**src/rtl/mux_seq_pkg.sv**
```systemverilog
// Shared constants and state encoding for the mux select sequencer.
// No logic, no latency.
// No flow control.
package mux_seq_pkg;

   localparam int SEL_W  = 2;
   localparam int WORD_W = 4;

   // Two-state FSM kept as plain constants so older flows can read it
   typedef logic [0:0] state_t;
   localparam state_t IDLE  = 1'b0;
   localparam state_t SHIFT = 1'b1;

   // Select order: 00 first (mux emits in[3]), 11 last (mux emits in[0])
   localparam logic [SEL_W-1:0] SEL_FIRST = 2'b00;
   localparam logic [SEL_W-1:0] SEL_LAST  = 2'b11;

endpackage

```
**src/rtl/mux_sel_sequencer.sv**
```systemverilog
// Serializes 4-bit words through the mux by stepping mux_sel 00..11, HOLD_CYCLES each.
// Latency: first select 1 cycle after accept; a word spans 4*HOLD_CYCLES cycles.
// Backpressure: in_ready = one-entry pending buffer empty; back-to-back words run gap-free.
module mux_sel_sequencer
   import mux_seq_pkg::*;
#(
   parameter int HOLD_CYCLES = 1,
   parameter int CNT_W       = 4
) (
   input  logic              clk,
   input  logic              rst_n,
   input  logic              flush,
   input  logic [WORD_W-1:0] in_data,
   input  logic              in_valid,
   output logic              in_ready,
   output logic [WORD_W-1:0] mux_in,
   output logic [SEL_W-1:0]  mux_sel,
   output logic              bit_stb,
   output logic              bit_last,
   output logic              busy
);

   localparam logic [CNT_W-1:0] HOLD_LAST = CNT_W'(HOLD_CYCLES - 1);

   state_t              state_q, state_d;
   logic [CNT_W-1:0]    cnt_q, cnt_d;
   logic [SEL_W-1:0]    sel_q, sel_d;
   logic [WORD_W-1:0]   word_q, word_d;
   logic [WORD_W-1:0]   pend_q, pend_d;
   logic                pend_vld_q, pend_vld_d;
   logic                stb_q, stb_d;
   logic                last_q, last_d;
   logic                busy_q, busy_d;

   logic                accept;
   logic                hold_done;
   logic                end_of_word;

   assign in_ready    = ~pend_vld_q;
   assign accept      = in_valid & in_ready;
   assign hold_done   = (cnt_q == HOLD_LAST);
   assign end_of_word = (state_q == SHIFT) && hold_done && (sel_q == SEL_LAST);

   // Next-state: hold counter, select stepping, pending buffer and word handover
   always_comb begin
      state_d    = state_q;
      cnt_d      = cnt_q;
      sel_d      = sel_q;
      word_d     = word_q;
      pend_d     = pend_q;
      pend_vld_d = pend_vld_q;
      busy_d     = busy_q;
      stb_d      = 1'b0;
      last_d     = 1'b0;

      if (flush) begin
         state_d    = IDLE;
         cnt_d      = '0;
         sel_d      = SEL_FIRST;
         word_d     = '0;
         pend_d     = '0;
         pend_vld_d = 1'b0;
         busy_d     = 1'b0;
      end else begin
         case (state_q)
            IDLE: begin
               if (accept) begin
                  word_d  = in_data;
                  sel_d   = SEL_FIRST;
                  cnt_d   = '0;
                  busy_d  = 1'b1;
                  state_d = SHIFT;
               end
            end
            SHIFT: begin
               if (!hold_done) begin
                  cnt_d = cnt_q + CNT_W'(1);
               end else begin
                  cnt_d = '0;
                  if (sel_q != SEL_LAST) begin
                     sel_d = sel_q + SEL_W'(1);
                  end else if (pend_vld_q) begin
                     word_d     = pend_q;
                     pend_vld_d = 1'b0;
                     sel_d      = SEL_FIRST;
                  end else if (accept) begin
                     // Word arriving on the last strobe skips the buffer
                     word_d = in_data;
                     sel_d  = SEL_FIRST;
                  end else begin
                     state_d = IDLE;
                     busy_d  = 1'b0;
                  end
               end
               // in_ready is low whenever pending is full, so this never overwrites it
               if (accept && !end_of_word) begin
                  pend_d     = in_data;
                  pend_vld_d = 1'b1;
               end
            end
            default: begin
               state_d = IDLE;
               busy_d  = 1'b0;
            end
         endcase
      end

      // Strobe is registered: raise it on entry to the final hold cycle of a select
      stb_d  = (state_d == SHIFT) && (cnt_d == HOLD_LAST);
      last_d = stb_d && (sel_d == SEL_LAST);
   end

   // State registers; reset clears any word in flight immediately
   always_ff @(posedge clk or negedge rst_n) begin
      if (!rst_n) begin
         state_q    <= IDLE;
         cnt_q      <= '0;
         sel_q      <= SEL_FIRST;
         word_q     <= '0;
         pend_q     <= '0;
         pend_vld_q <= 1'b0;
         stb_q      <= 1'b0;
         last_q     <= 1'b0;
         busy_q     <= 1'b0;
      end else begin
         state_q    <= state_d;
         cnt_q      <= cnt_d;
         sel_q      <= sel_d;
         word_q     <= word_d;
         pend_q     <= pend_d;
         pend_vld_q <= pend_vld_d;
         stb_q      <= stb_d;
         last_q     <= last_d;
         busy_q     <= busy_d;
      end
   end

   assign mux_in   = word_q;
   assign mux_sel  = sel_q;
   assign bit_stb  = stb_q;
   assign bit_last = last_q;
   assign busy     = busy_q;

endmodule

```
**config.mk**
```make
export PLATFORM = sky130hd
export DESIGN_NAME = mux_sel_sequencer
export DESIGN_NICKNAME = d
export VERILOG_FILES = /design/src/rtl/mux_seq_pkg.sv /design/src/rtl/mux_sel_sequencer.sv
export SDC_FILE = /design/constraint.sdc
export NUM_CORES = 1
export LEC_CHECK = 0
export BUFFER_PORTS_ARGS = -buffer_cell sky130_fd_sc_hd__buf_2
export CAP_MARGIN = 20
export CORE_MARGIN = 1.5
export CORE_UTILIZATION = 50
export DETAILED_ROUTE_END_ITERATION = 10
export PLACE_DENSITY_LB_ADDON = 0.1
export SYNTH_ARGS = -nofsm -noshare
export SYNTH_HDL_FRONTEND = slang
export SYNTH_SLANG_ARGS = --single-unit
```
**constraint.sdc**
```tcl
create_clock -name clk -period 2.5 [get_ports clk]
set_input_delay 0 -clock clk [delete_from_list [all_inputs] [get_ports clk]]
set_output_delay 0 -clock clk [all_outputs]
set_load 0.02 [all_outputs]
```
==> run_results.csv, run 1 <==
group,metric,value,unit
sta,max_freq,532,MHz
placed_design,post-place-ws,631,ps
finish,syn2layout_area_growth,16.6,%
critical_path,end_kind,"flip-flop",
sta,fin_crit_sh,75.2,%
hold_path,min_from,"in_valid",
power_and_ir_drop,power_density,581,nW/µm²
run_status,status,"finished, final reports clean",
floorplan,fp-row-count,16,
logic_synthesis,ys.warnings.count,0,
placed_design,port_buffers,17,
global_route,antenna_found_initial,0,
placed_design,place.gp.congestion,0.854,
sta,setup_tns,0,ps
finish,fill_cells,191,
logic_synthesis,synthesis.nets,112,
clock_network,cts_tree,"built",
floorplan,die_height,48.5,µm
clock_network,clkSinkCount,19,
logic_synthesis,synth_area_per_cell,10.2,µm²
clock_network,numCtsBuffers,3,
hold_path,holdCritPathClass,"primary input to flip-flop",
finish,nets,135,
sta,tightest_slew,541,ps
finish,post_route_cells_drive_above_1_share,23.6,%
hold_path,min_to,"busy",
clock_network,cts_buffer_depth,2,
logic_synthesis,synthAdderAreaFrac,3.63,%
critical_path,worstPathMaxFanout,7,
floorplan,start_util,52.7,%
sta,drv_slew,0,
clock_network,clock-root-buffer,"clkbuf_4",
logic_synthesis,synth-xor-area-share,0.847,%
clock_network,clk_latency,290,ps
logic_synthesis,synth_top_family_by_area,"compound AO/OA/AOI/OAI gates",
clock_network,clkTransAtPathRegs,110,ps
sta,maxSlewHeadroom,63.9,%
global_route,grt-ovfl-total,0,
logic_synthesis,synth-compound-area-share,21.7,%
critical_path,r2r_end,"bit_last",
detailed_routing,firstDrtPassIters,4,
detailed_routing,routed_wl,2.07,mm
power_and_ir_drop,vdd_drop_max,0.348,mV
finish,final-seq-area,475,µm²
sta,finalClockSkew,3.13,ps
logic_synthesis,synth-simple-area-share,20.1,%
floorplan,core-area,1960,µm²
global_route,grt_pass1_wl,3.59,mm
critical_path,worst_path_max_delay_cell,"dfrtp_1",
logic_synthesis,synth.area.mux_share,3.87,%
detailed_routing,drc_errors,0,
detailed_routing,ant_nets,0,
critical_path,r2r_slack,620,ps
critical_path,crit_required,2690,ps
sta,finalHoldViolCount,0,
clock_network,cts_resized,0,
sta,fin_ws,619,ps
logic_synthesis,ys_seq_area_share,46.0,%
placed_design,post-dp-hpwl,1.53,mm
logic_synthesis,synthTopCellsByArea,"dfrtp_1 46%, nor2_1 4.7%, mux2i_1 3.9%",
finish,layout_commonest_cell,"dfrtp_1",
logic_synthesis,syn-cell-area,1030,µm²
critical_path,cp.arrival,2070,ps
sta,finalSetupViolCount,0,
critical_path,reg2reg_depth,6,
logic_synthesis,netlist.top_cell.by_area,"dfrtp_1",
logic_synthesis,synth_top_cell_area_share,46.0,%
clock_network,post_cts_buffers,0,
detailed_routing,vias,826,
global_route,grtUsageTotal,19.7,%
power_and_ir_drop,leakagePower,0.552,nW
clock_network,cts-htree-levels,1,
critical_path,crit_type,"flip-flop to flip-flop",
floorplan,die-area,2350,µm²
critical_path,cpPeakStageDelay,460,ps
floorplan,pin_count,18,
logic_synthesis,synth_cell_types,32,
detailed_routing,wl_per_cell,13.8,µm
detailed_routing,drt-initial-drc-count,11,
sta,period_minus_slack,1880,ps
finish,final_cell_mix,"19 x dfrtp_1, 17 x buf_2, 13 x nor2_1, 8 x nand2_1",
detailed_routing,via_per_inst,5.51,
global_route,first_global_vias,781,
finish,multi_input_area,518,µm²
hold_path,hold_depth,3,
critical_path,r2r_start,"cnt_q[0]",
sta,rsz0062_at_grt,"no",
critical_path,cp-start-kind,"flip-flop",
logic_synthesis,yosys_register_bits,19,
logic_synthesis,netlist_instances,101,
job,drv_cap,0,
floorplan,die_x,48.5,µm
global_route,grt_max_degree,20,
critical_path,cp_cell_sequence,"inv_1 -> ha_1 -> or3b_4 -> nor3_1 -> nor2_1 -> a2111oi_2",
finish,antenna_cells,0,
[what timing repair did]
| action | 4_1_cts | 5_1_grt |
|---|---|---|
| setup endpoints to repair | 0 | 0 |
| endpoints found under the hold margin | 23 | 0 |
| hold buffers | 5 | 0 |
[critical path: cells and delay by family (launching register included)]
family,cells,cell delay [ps]
adders and majority gates,1,170
buffers and inverters,1,120
DFF,1,460
and+or+nand+nor,3,750
AOI/OAI and AO/OA,1,280
[per-stage QoR]
step / total power [mW] / utilization, % / cells / cell area (µm²) / hold WS [ps]
finish: 0.701 / 61.4 / 150 / 1200 / 33.4
global route: 0.742 / 61.4 / 150 / 1200 / 38.1
global placement: 0.542 / 57.5 / 141 / 1130 / -42.7
detailed placement: 0.547 / 57.5 / 141 / 1130 / -30.6
CTS: 0.707 / 61.4 / 150 / 1200 / 33.4
floorplan: 0.492 / - / 101 / 1030 / -296
[report_power, final]
part	leakage, nW	total [mW]	internal (mW)	switching (mW)
clock network	0.0177	0.157	0.0595	0.0978
registers	0.254	0.360	0.336	0.0245
logic	0.280	0.183	0.0725	0.111
total	0.552	0.701	0.468	0.233
[how the worst max path moves through the flow]
stage / from / endpoint / slack [ps] / cells past startpoint
6_report: cnt_q[0] / bit_last / 620 / 6
3_5_place_dp: cnt_q[0] / bit_last / 630 / 6
3_3_place_gp: cnt_q[0] / bit_last / 710 / 6
4_1_cts: cnt_q[0] / bit_last / 610 / 6
5_1_grt: cnt_q[0] / bit_last / 470 / 6
2_1_floorplan: cnt_q[0] / bit_last / 760 / 6
[sequential cells by signal (all words and copies together) (netlist names)]
register,cells
pend_vld_q,1
busy,1
cnt_q,4
mux_sel,2
bit_last,1
state_q,1
bit_stb,1
pend_q,4
mux_in,4
[routing by layer]
metal | wire (µm) | global-route usage [%] | vias to the layer above
met3 | 43 | 4.01 | 2
li1 | - | - | 410
met4 | 13 | 6.19 | 0
met1 | 986 | 26.8 | 402
met2 | 1030 | 31.9 | 12
met5 | 0 | 0 | -
[Yosys cell counts, drive strengths merged]
cell / number
nand2: 8
inv: 4
nor3: 4
a2111oi: 2
nor2b: 2
and4bb: 1
or3b: 1
nor3b: 1
o22ai: 4
mux2i: 4
a31oi: 1
nand3: 5
a21oi: 5
a21o: 1
a211o: 1
dfrtp: 19
a221oi: 1
o22a: 4
o21ai: 3
nand2b: 4
ha: 3
o211ai: 1
xor2: 1
nor2: 13
buf: 4
a21bo: 1
a211oi: 3
[cell type report]
| type | count | area share (%) |
|---|---|---|
| inverter | 4 | 1.25 |
| sequential | 19 | 39.5 |
| clock buffer | 3 | 1.87 |
| clock inverter | 1 | 0.415 |
| tap | 27 | 2.80 |
| timing repair buffer | 22 | 11.2 |
| multi-input combinational | 74 | 43.0 |
[cell families (layout without fill, tap and decap cells)]
logic type	after synthesis	count (layout)
AND/OR/NAND/NOR	39	39
buffers and inverters	8	30
adder cells (fa/ha/maj)	3	3
AO/OA/AOI/OAI	27	27
XOR/XNOR	1	1
multiplexers	4	4
flip-flops	19	19
No activity file was read; power rests on OpenSTA's default activity.
==> run 2, diff against run 1 <==
ABC_AREA = 1   (was default)
clock period = 1.9 ns   (was 2.5 ns; I/O delays follow)
==> run 2 against run 1 <==
Net effect:
- sequential share of layout area is 1.1 points lower
- via count increased by 11%
- combinational power grew 61%
- clock skew is 1.3 ps lower
- global-route usage fell by 0.89 points
- non-clock buffer count is the same
- worst hold slack better by 8.2 ps
==> run_results.csv, run 2 <==
group,metric,value,unit
run_status,status,"finished, final reports clean",
logic_synthesis,netlist_instances,143,
global_route,grt_pass1_wl,3.54,mm
finish,syn2layout_area_growth,18.7,%
placed_design,port_buffers,17,
detailed_routing,vias,919,
clock_network,cts-htree-levels,1,
clock_network,clkSinkCount,19,
logic_synthesis,ys_seq_area_share,45.5,%
power_and_ir_drop,vdd_drop_max,0.440,mV
sta,maxSlewHeadroom,71.6,%
floorplan,die_height,48.7,µm
logic_synthesis,yosys_register_bits,19,
finish,fill_cells,204,
hold_path,min_to,"state_q",
logic_synthesis,synth-edff-count,0,
hold_path,min_from,"flush",
finish,antenna_cells,0,
logic_synthesis,synth_common_cells,"44 x nand2_1, 23 x inv_1, 19 x dfrtp_1, 15 x nor2_1",
critical_path,r2r_end,"pend_q[0]",
finish,final_cell_mix,"44 x nand2_1, 23 x inv_1, 19 x dfrtp_1, 17 x buf_2, 15 x nor2_1",
logic_synthesis,syn-cell-area,1040,µm²
critical_path,crit_required,2140,ps
clock_network,clk_latency,290,ps
finish,post_route_cells_drive_above_1_share,20.1,%
sta,finalHoldViolCount,0,
critical_path,reg2reg_depth,10,
detailed_routing,wl_per_cell,10.6,µm
sta,tightest_slew,426,ps
global_route,grt_max_degree,20,
critical_path,worstPathMaxFanout,5,
floorplan,start_util,53.3,%
finish,layout_commonest_cell,"nand2_1",
clock_network,cts_buffer_depth,2,
finish,nets,181,
logic_synthesis,synth_cell_types,15,
sta,fin_crit_sh,77.4,%
clock_network,clkTransAtPathRegs,110,ps
sta,period_minus_slack,1470,ps
detailed_routing,firstDrtPassIters,4,
global_route,first_global_vias,791,
sta,max_freq,680,MHz
power_and_ir_drop,power_density,793,nW/µm²
critical_path,cp-startpoint,"cnt_q[0]",
detailed_routing,ant_nets,0,
global_route,grtUsageTotal,18.8,%
sta,finalClockSkew,1.81,ps
global_route,grt-ovfl-total,0,
clock_network,clock-root-buffer,"clkbuf_4",
critical_path,cp.arrival,1710,ps
clock_network,cts_tree,"built",
global_route,antenna_found_initial,0,
floorplan,die_x,48.7,µm
critical_path,r2r_start,"cnt_q[0]",
placed_design,dp_cells,187,
critical_path,end_kind,"flip-flop",
detailed_routing,via_per_inst,4.69,
placed_design,post-dp-hpwl,1.56,mm
hold_path,holdCritPathClass,"primary input to flip-flop",
sta,rsz0062_at_grt,"no",
job,drv_cap,0,
logic_synthesis,synthTopCellsByArea,"dfrtp_1 46%, nand2_1 16%, inv_1 8.3%",
sta,finalSetupViolCount,0,
floorplan,fp-row-count,16,
critical_path,r2r_slack,430,ps
detailed_routing,routed_wl,2.07,mm
clock_network,cts_resized,0,
finish,final_cells,196,
placed_design,place.gp.congestion,0.863,
hold_path,hold_depth,4,
logic_synthesis,synth.most_common_cell,"nand2_1",
critical_path,crit_type,"flip-flop to flip-flop",
logic_synthesis,ys.flop_type,"dfrtp_1",
logic_synthesis,synthArstFlopShare,100,%
logic_synthesis,synthesis.nets,154,
detailed_routing,drc_errors,0,
floorplan,die-area,2370,µm²
logic_synthesis,synth_area_per_cell,7.31,µm²
clock_network,numCtsBuffers,3,
sta,setup_tns,0,ps
logic_synthesis,synth_top_cell_area_share,45.5,%
floorplan,core-area,1960,µm²
detailed_routing,drt-initial-drc-count,19,
logic_synthesis,ys.warnings.count,0,
sta,drv_slew,0,
logic_synthesis,netlist.top_cell.by_area,"dfrtp_1",
floorplan,pin_count,18,
critical_path,cp-start-kind,"flip-flop",
power_and_ir_drop,leakagePower,0.740,nW
-- run 2: per-stage QoR --
step	worst slack [ps]	hold WS [ps]	area, µm²	util (%)	total power, mW
floorplan	597	-296	1040	-	0.693
global placement	516	-43.5	1160	59.3	0.771
detailed placement	457	-37.9	1160	59.3	0.780
CTS	413	33.8	1240	63.2	0.992
global route	258	69.7	1240	63.2	1.05
finish	430	41.6	1240	63.2	0.984
-- run 2: kinds of logic (layout without fill, tap and decap cells) --
| family | count (synthesis) | in the layout | synth area share, % |
|---|---|---|---|
| AND/OR/NAND/NOR | 81 | 81 | 34.3 |
| buffers and inverters | 25 | 51 | 8.98 |
| flip-flops | 19 | 19 | 45.5 |
| AO/OA/AOI/OAI | 15 | 15 | 7.66 |
| adder cells (fa/ha/maj) | 3 | 3 | 3.59 |
-- run 2: per-layer routing --
metal / share of wire (%) / vias up / routed length (µm) / global-route usage [%]
met4: 1.7 / 0 / 35 / 7.14
met2: 40 / 21 / 836 / 26.0
met5: 0 / - / 0 / 0
li1: - / 492 / - / -
met1: 54 / 401 / 1130 / 29.6
met3: 3.4 / 5 / 70 / 2.78
-- run 2: worst max-delay path, stage by stage, from the launching register on --
cell	delay [ps]
dfrtp_1	440
inv_1	110
ha_1	170
nand2_2	90
nor2_1	130
nand2_1	70
nand2_1	110
nand2_1	60
nand2_1	110
nand2_1	60
nand2_1	60
-- run 2: timing repair --
item                       4_1_cts  5_1_grt
buffers inserted                 0        0
setup endpoints to repair        0        0
hold endpoints to repair        23        0
hold buffers                     5        0
-- run 2: cell type report --
cell class | instances | area (µm²) | area share, %
clock buffers | 4 | 26.3 | 2.12
inverters | 25 | 93.8 | 7.57
multi-input cells | 99 | 475 | 38.3
flip-flops and latches | 19 | 475 | 38.3
well taps | 27 | 33.8 | 2.72
repair buffers | 22 | 135 | 10.9
-- run 2: where the power goes --
| group | switching [mW] | total [mW] | internal, mW |
|---|---|---|---|
| registers | 0.0337 | 0.484 | 0.450 |
| logic | 0.193 | 0.295 | 0.102 |
| clock network | 0.123 | 0.205 | 0.0818 |
| total | 0.350 | 0.984 | 0.633 |
-- run 2: worst max path at each step --
stage | endpoint | slack [ps] | cells past startpoint
finish | pend_q[0] | 430 | 10
floorplan | bit_last | 600 | 6
detailed placement | pend_q[0] | 460 | 10
global route | pend_q[0] | 260 | 9
CTS | pend_q[0] | 410 | 10
global placement | pend_q[2] | 520 | 10
